File: config.mk
export PLATFORM = sky130hd
export DESIGN_NAME = gb_ppu_lcd_timing
export DESIGN_NICKNAME = d
export VERILOG_FILES = /design/src/rtl/gb_ppu_lcd_timing.sv
export SDC_FILE = /design/constraint.sdc
export NUM_CORES = 1
export LEC_CHECK = 0
export ABC_AREA = 0
export BUFFER_PORTS_ARGS = -buffer_cell sky130_fd_sc_hd__buf_2
export CELL_PAD_IN_SITES_DETAIL_PLACEMENT = 1
export CELL_PAD_IN_SITES_GLOBAL_PLACEMENT = 1
export CORE_MARGIN = 2
export CORE_UTILIZATION = 39
export DETAILED_ROUTE_END_ITERATION = 10
export HOLD_SLACK_MARGIN = 0.05
export PLACE_DENSITY_LB_ADDON = 0.08
export SLEW_MARGIN = 40
export SYNTH_ARGS = -nofsm -noshare
export SYNTH_HDL_FRONTEND = slang
export SYNTH_SLANG_ARGS = --single-unit
File: constraint.sdc
create_clock -name i_clk_t -period 2.3 [get_ports i_clk_t]
set_input_delay 0.23 -clock i_clk_t [delete_from_list [all_inputs] [get_ports i_clk_t]]
set_output_delay 0.23 -clock i_clk_t [all_outputs]
set_load 0.02 [all_outputs]
File: src/rtl/gb_ppu_lcd_timing.sv
// LCD timing sequencer: dot/line counters, PPU mode sequence and
// edge-qualified VBLANK/STAT interrupt requests with STAT line blocking.
package gb_ppu_lcd_timing_pkg;
    typedef enum logic [1:0] {
        HBLANK   = 2'd0,
        VBLANK   = 2'd1,
        OAM_SCAN = 2'd2,
        DRAW     = 2'd3
    } ppu_mode_state_t;
endpackage

module gb_ppu_lcd_timing
    import gb_ppu_lcd_timing_pkg::*;
#(
    parameter int DOTS_PER_LINE   = 456,
    parameter int LINES_PER_FRAME = 154,
    parameter int VISIBLE_LINES   = 144,
    parameter int OAM_SCAN_DOTS   = 80,
    parameter int MAX_DRAW_DOTS   = 289,
    localparam int DOT_W          = $clog2(DOTS_PER_LINE)
) (
    input  logic             i_clk_t,
    input  logic             i_reset,
    input  logic             i_lcd_en,
    input  logic [7:0]       i_lyc,
    input  logic [3:0]       i_stat_sel,
    input  logic             i_draw_done,
    output ppu_mode_state_t  o_ppu_mode,
    output logic [7:0]       o_ly,
    output logic [DOT_W-1:0] o_dot,
    output logic             o_lyc_eq,
    output logic             o_line_start,
    output logic             o_irq_vblank,
    output logic             o_irq_stat,
    output logic             o_draw_timeout
);

    localparam logic [DOT_W-1:0] DOT_LAST      = DOT_W'(DOTS_PER_LINE - 1);
    localparam logic [DOT_W-1:0] DOT_OAM_LAST  = DOT_W'(OAM_SCAN_DOTS - 1);
    localparam logic [DOT_W-1:0] DOT_DRAW_LAST = DOT_W'(OAM_SCAN_DOTS + MAX_DRAW_DOTS - 1);
    localparam logic [7:0]       LY_LAST       = 8'(LINES_PER_FRAME - 1);
    localparam logic [7:0]       LY_VIS        = 8'(VISIBLE_LINES);

    ppu_mode_state_t  r_mode;
    logic [DOT_W-1:0] r_dot;
    logic [7:0]       r_ly;
    logic             r_idle;
    logic             r_stat_q;
    logic             r_irq_vblank;
    logic             r_draw_timeout;

    logic             w_en;
    ppu_mode_state_t  w_mode;
    ppu_mode_state_t  w_mode_nxt;
    logic             w_line_wrap;
    logic [DOT_W-1:0] w_dot_nxt;
    logic [7:0]       w_ly_nxt;
    logic             w_timeout_nxt;
    logic             w_stat_line;

    assign w_en = i_lcd_en & i_reset;

    // The idle (disabled) state presents as dot 0 of line 0 in OAM scan as
    // soon as the LCD is enabled, so the first enabled cycle needs no edge.
    assign w_mode = (r_idle && w_en) ? OAM_SCAN : r_mode;

    assign w_line_wrap = (r_dot == DOT_LAST);
    assign w_dot_nxt   = w_line_wrap ? '0 : r_dot + DOT_W'(1);
    assign w_ly_nxt    = !w_line_wrap ? r_ly :
                         (r_ly == LY_LAST) ? 8'd0 : r_ly + 8'd1;

    always_comb begin
        w_mode_nxt    = w_mode;
        w_timeout_nxt = 1'b0;
        case (w_mode)
            OAM_SCAN: begin
                if (r_dot == DOT_OAM_LAST) begin
                    w_mode_nxt = DRAW;
                end
            end
            DRAW: begin
                if (i_draw_done) begin
                    w_mode_nxt = HBLANK;
                end else if (r_dot == DOT_DRAW_LAST) begin
                    w_mode_nxt    = HBLANK;
                    w_timeout_nxt = 1'b1;
                end
            end
            HBLANK, VBLANK: begin
                if (w_line_wrap) begin
                    w_mode_nxt = (w_ly_nxt < LY_VIS) ? OAM_SCAN : VBLANK;
                end
            end
            default: ;
        endcase
    end

    always_ff @(posedge i_clk_t or negedge i_reset) begin
        if (!i_reset) begin
            r_mode         <= HBLANK;
            r_dot          <= '0;
            r_ly           <= 8'd0;
            r_idle         <= 1'b1;
            r_stat_q       <= 1'b0;
            r_irq_vblank   <= 1'b0;
            r_draw_timeout <= 1'b0;
        end else if (!i_lcd_en) begin
            r_mode         <= HBLANK;
            r_dot          <= '0;
            r_ly           <= 8'd0;
            r_idle         <= 1'b1;
            r_stat_q       <= 1'b0;
            r_irq_vblank   <= 1'b0;
            r_draw_timeout <= 1'b0;
        end else begin
            r_mode         <= w_mode_nxt;
            r_dot          <= w_dot_nxt;
            r_ly           <= w_ly_nxt;
            r_idle         <= 1'b0;
            r_stat_q       <= w_stat_line;
            r_irq_vblank   <= w_line_wrap & (w_ly_nxt == LY_VIS);
            r_draw_timeout <= w_timeout_nxt;
        end
    end

    assign w_stat_line = (o_lyc_eq              & i_stat_sel[3])
                       | ((w_mode == OAM_SCAN)  & i_stat_sel[2])
                       | ((w_mode == VBLANK)    & i_stat_sel[1])
                       | ((w_mode == HBLANK)    & i_stat_sel[0]);

    assign o_ppu_mode     = w_mode;
    assign o_ly           = r_ly;
    assign o_dot          = r_dot;
    assign o_lyc_eq       = (r_ly == i_lyc);
    assign o_line_start   = w_en & (r_dot == '0);
    assign o_irq_vblank   = r_irq_vblank & w_en;
    assign o_irq_stat     = w_stat_line & ~r_stat_q & w_en;
    assign o_draw_timeout = r_draw_timeout & w_en;

endmodule
==> impl_metrics.csv <==
group,metric,value,unit
outcome,status,"finished clean",
grt,grt_pass1_wl,6530,µm
placed_design,hpwlAfterDp,3020,µm
timing,period_minus_slack,2.18,ns
yosys,synth_top_flop_cell,"dfrtp_1",
yosys,synthCells,167,
clock_network,cts_max_level,1,
min_path,hp-class,"in -> reg",
timing,period_share,94.6,%
yosys,synthAdderAreaFrac,3.27,%
drt,vias_per_cell,5.31,
drt,drt-initial-drc-count,67,
die,fp.dieW,66.7,µm
final_layout,n_antenna_cell,0,
worst_setup_path,critPathMaxStageDelay,0.53,ns
clock_network,cts.clk_slew.worst_paths,0.09,ns
drt,vias,1332,
yosys,synth_top_family_by_area,"simple AND/OR/NAND/NOR gates",
yosys,ys_ff_latch,23,
die,io_pins,40,
drt,wl_per_cell,15.6,µm
power,irDropWorstVdd,0.000202,V
yosys,synth-compound-area-share,10.9,%
yosys,async_flop_share,100,%
worst_setup_path,cp-start-kind,"input pin",
job,drv_cap,0,
timing,maxSlewViolCount,0,
die,rows,22,
placed_design,portBuffers,39,
final_layout,drive_gt1_share,29.1,%
yosys,synth_mux_area_share,2.78,%
timing,rsz0062_at_grt,"false",
timing,tightest_slew,0.534,ns
yosys,avgSynthCellArea,9.18,µm²
worst_setup_path,critPathRequiredTime,2.07,ns
clock_network,cts.sinks,23,
drt,drc,0,
power,p_per_area,453,nW/µm²
drt,firstDrtPassIters,5,
grt,grt_start_max_net_pins,17,
clock_network,cts_tree,"yes",
placed_design,dp_worst_setup_slack,0.206,ns
drt,finalWirelength,3920,µm
timing,relSlewSlack,64.1,%
yosys,synthXorXnorAreaFrac,10.9,%
timing,fmax,460,MHz
yosys,synth-simple-area-share,28.2,%
worst_setup_path,critical_path.slowest_cell,"dlygate4sd3_1",
drt,antenna_left,0,
timing,final.setup.tns,0,ns
yosys,seq_area_frac_synth,37.6,%
grt,antenna_found_initial,0,
clock_network,clk_path_buf_depth,2,
worst_setup_path,rr_worst_depth,6,
yosys,yosysUniqueCellTypes,46,
clock_network,insertion_delay,0.27,ns
timing,finClkSkew,0.00505,ns
grt,grtUsageTotal,19.3,%
min_path,whs_path_depth,2,
die,die_h,66.7,µm
placed_design,gp_congestion,0.822,
worst_setup_path,path_buf_inv,3,
yosys,ys_warn_count,0,
yosys,synth_edf_count,0,
final_layout,fin_nets,224,
die,die_area,4450,µm²
clock_network,numCtsBuffers,3,
grt,gr-total-overflow,0,
worst_setup_path,cp_num_cells,7,
power,leakage,0.857,nW
final_layout,area_growth,17.9,%
worst_setup_path,cp_top_family,"buffers and inverters",
worst_setup_path,path_cells,"dlygate4sd3_1, clkbuf_4, nand3_1, o21ai_0, a222oi_1, nor3_1, buf_2",
timing,setup_violations,0,
clock_network,cts_setup_buffers,0,
worst_setup_path,worstPathArrival,1.95,ns
timing,worst_slack,0.125,ns
die,design.core.area,3720,µm²
yosys,syn-cell-area,1530,µm²
die,start_util,41.2,%
worst_setup_path,crit_type,"in -> out",
yosys,syn_nets,187,
worst_setup_path,cp-end-kind,"primary output",
timing,hold_viol,0,
worst_setup_path,path_max_fanout,13,
grt,first_global_vias,1341,
clock_network,cts_root_buf,"clkbuf_8",
==> cell type report <==
type / instances / area, µm²
fill: 452 / 1910
clock buffer: 3 / 41.3
timing repair buffer: 43 / 230
clock inverter: 1 / 5.00
tap: 48 / 60.1
sequential: 23 / 577
multi-input combinational: 125 / 863
inverter: 8 / 30.0
==> final timing paths <==
kind / start / to / slack, ns
max: i_reset / o_irq_stat / 0.12
min: i_draw_done / r_draw_timeout / 0.14
max reg2reg: o_dot[0] / r_irq_vblank / 0.27
min reg2reg: o_dot[0] / o_dot[0] / 0.53
max in group asynchronous: i_reset / o_dot[0] / 1.51
min in group asynchronous: i_reset / r_mode[0] / 0.35
==> repair_timing <==
item                                    in CTS  in global routing
endpoints found under the setup margin       0                  3
hold endpoints to repair                     8                  0
resized for setup                            0                  2
hold buffers                                 1                  0
==> kinds of logic (layout without fill, tap and decap cells) <==
kind of cell | count (synthesis) | in the layout
AO/OA/AOI/OAI | 23 | 23
AND/OR/NAND/NOR | 75 | 75
multiplexers | 4 | 4
adder cells (fa/ha/maj) | 4 | 4
XOR/XNOR | 19 | 19
buffers and inverters | 19 | 55
flip-flops | 23 | 23
==> placed cells by master (no fill, tap or decap), drive strengths merged, types with 2 or more instances in the layout <==
master,n
a21oi,7
and3,8
buf,41
clkbuf,4
dfrtp,22
ha,4
inv,8
mux2,2
mux2i,2
nand2,11
nand3,10
nand4,3
nor2,17
nor2b,2
nor3,6
nor4,4
nor4b,3
o21ai,6
o41ai,2
or2,2
or3,2
xnor2,15
xor2,4
==> stage by stage <==
stage          cells  utilization [%]  area, µm²  hold WS [ns]  power (mW)
2_1_floorplan    167                -       1530       -0.0656       0.508
3_3_place_gp     246             46.9       1740         0.120       0.555
3_5_place_dp     246             46.9       1740         0.128       0.560
4_1_cts          251             48.4       1800         0.133       0.829
5_1_grt          251             48.6       1810         0.142       0.856
6_report         251             48.6       1810         0.140       0.818
==> Yosys cell counts, types with 3 or more instances <==
library cell  number  share of area (%)
inv_1              8                2.0
dfrtp_1           22                 36
nor2_1            17                4.2
xnor2_1           15                8.6
and3_1             8                3.3
clkbuf_1           6                1.5
nand2_1           11                2.7
xor2_1             4                2.3
nand4_1            3                1.2
nand3_1           10                3.3
nor4b_1            3                1.7
o21ai_0            6                2.0
nor3_1             6                2.0
ha_1               4                3.3
a21oi_1            6                2.0
==> sequential cells by signal, indices dropped and copies added, names as in the netlist <==
register / flops
o_dot: 9
o_ly: 8
r_mode: 2
r_draw_timeout: 1
r_idle: 1
r_irq_vblank: 1
r_stat_q: 1
==> routing by layer <==
metal  part of all wire, %  wire length, µm  track usage, %  up-vias
met1                    48             1900            26.3      646
met4                  0.69               27            4.59        0
met5                     0                0               0        -
met3                   3.0              119            2.70        4
li1                      -                -               -      661
met2                    48             1870            32.0       21
==> where the power goes <==
part	internal, mW	switching (mW)
Clock	0.121	0.144
Combinational	0.0518	0.0752
Sequential	0.415	0.00969
No activity file was read; power rests on OpenSTA's default activity.
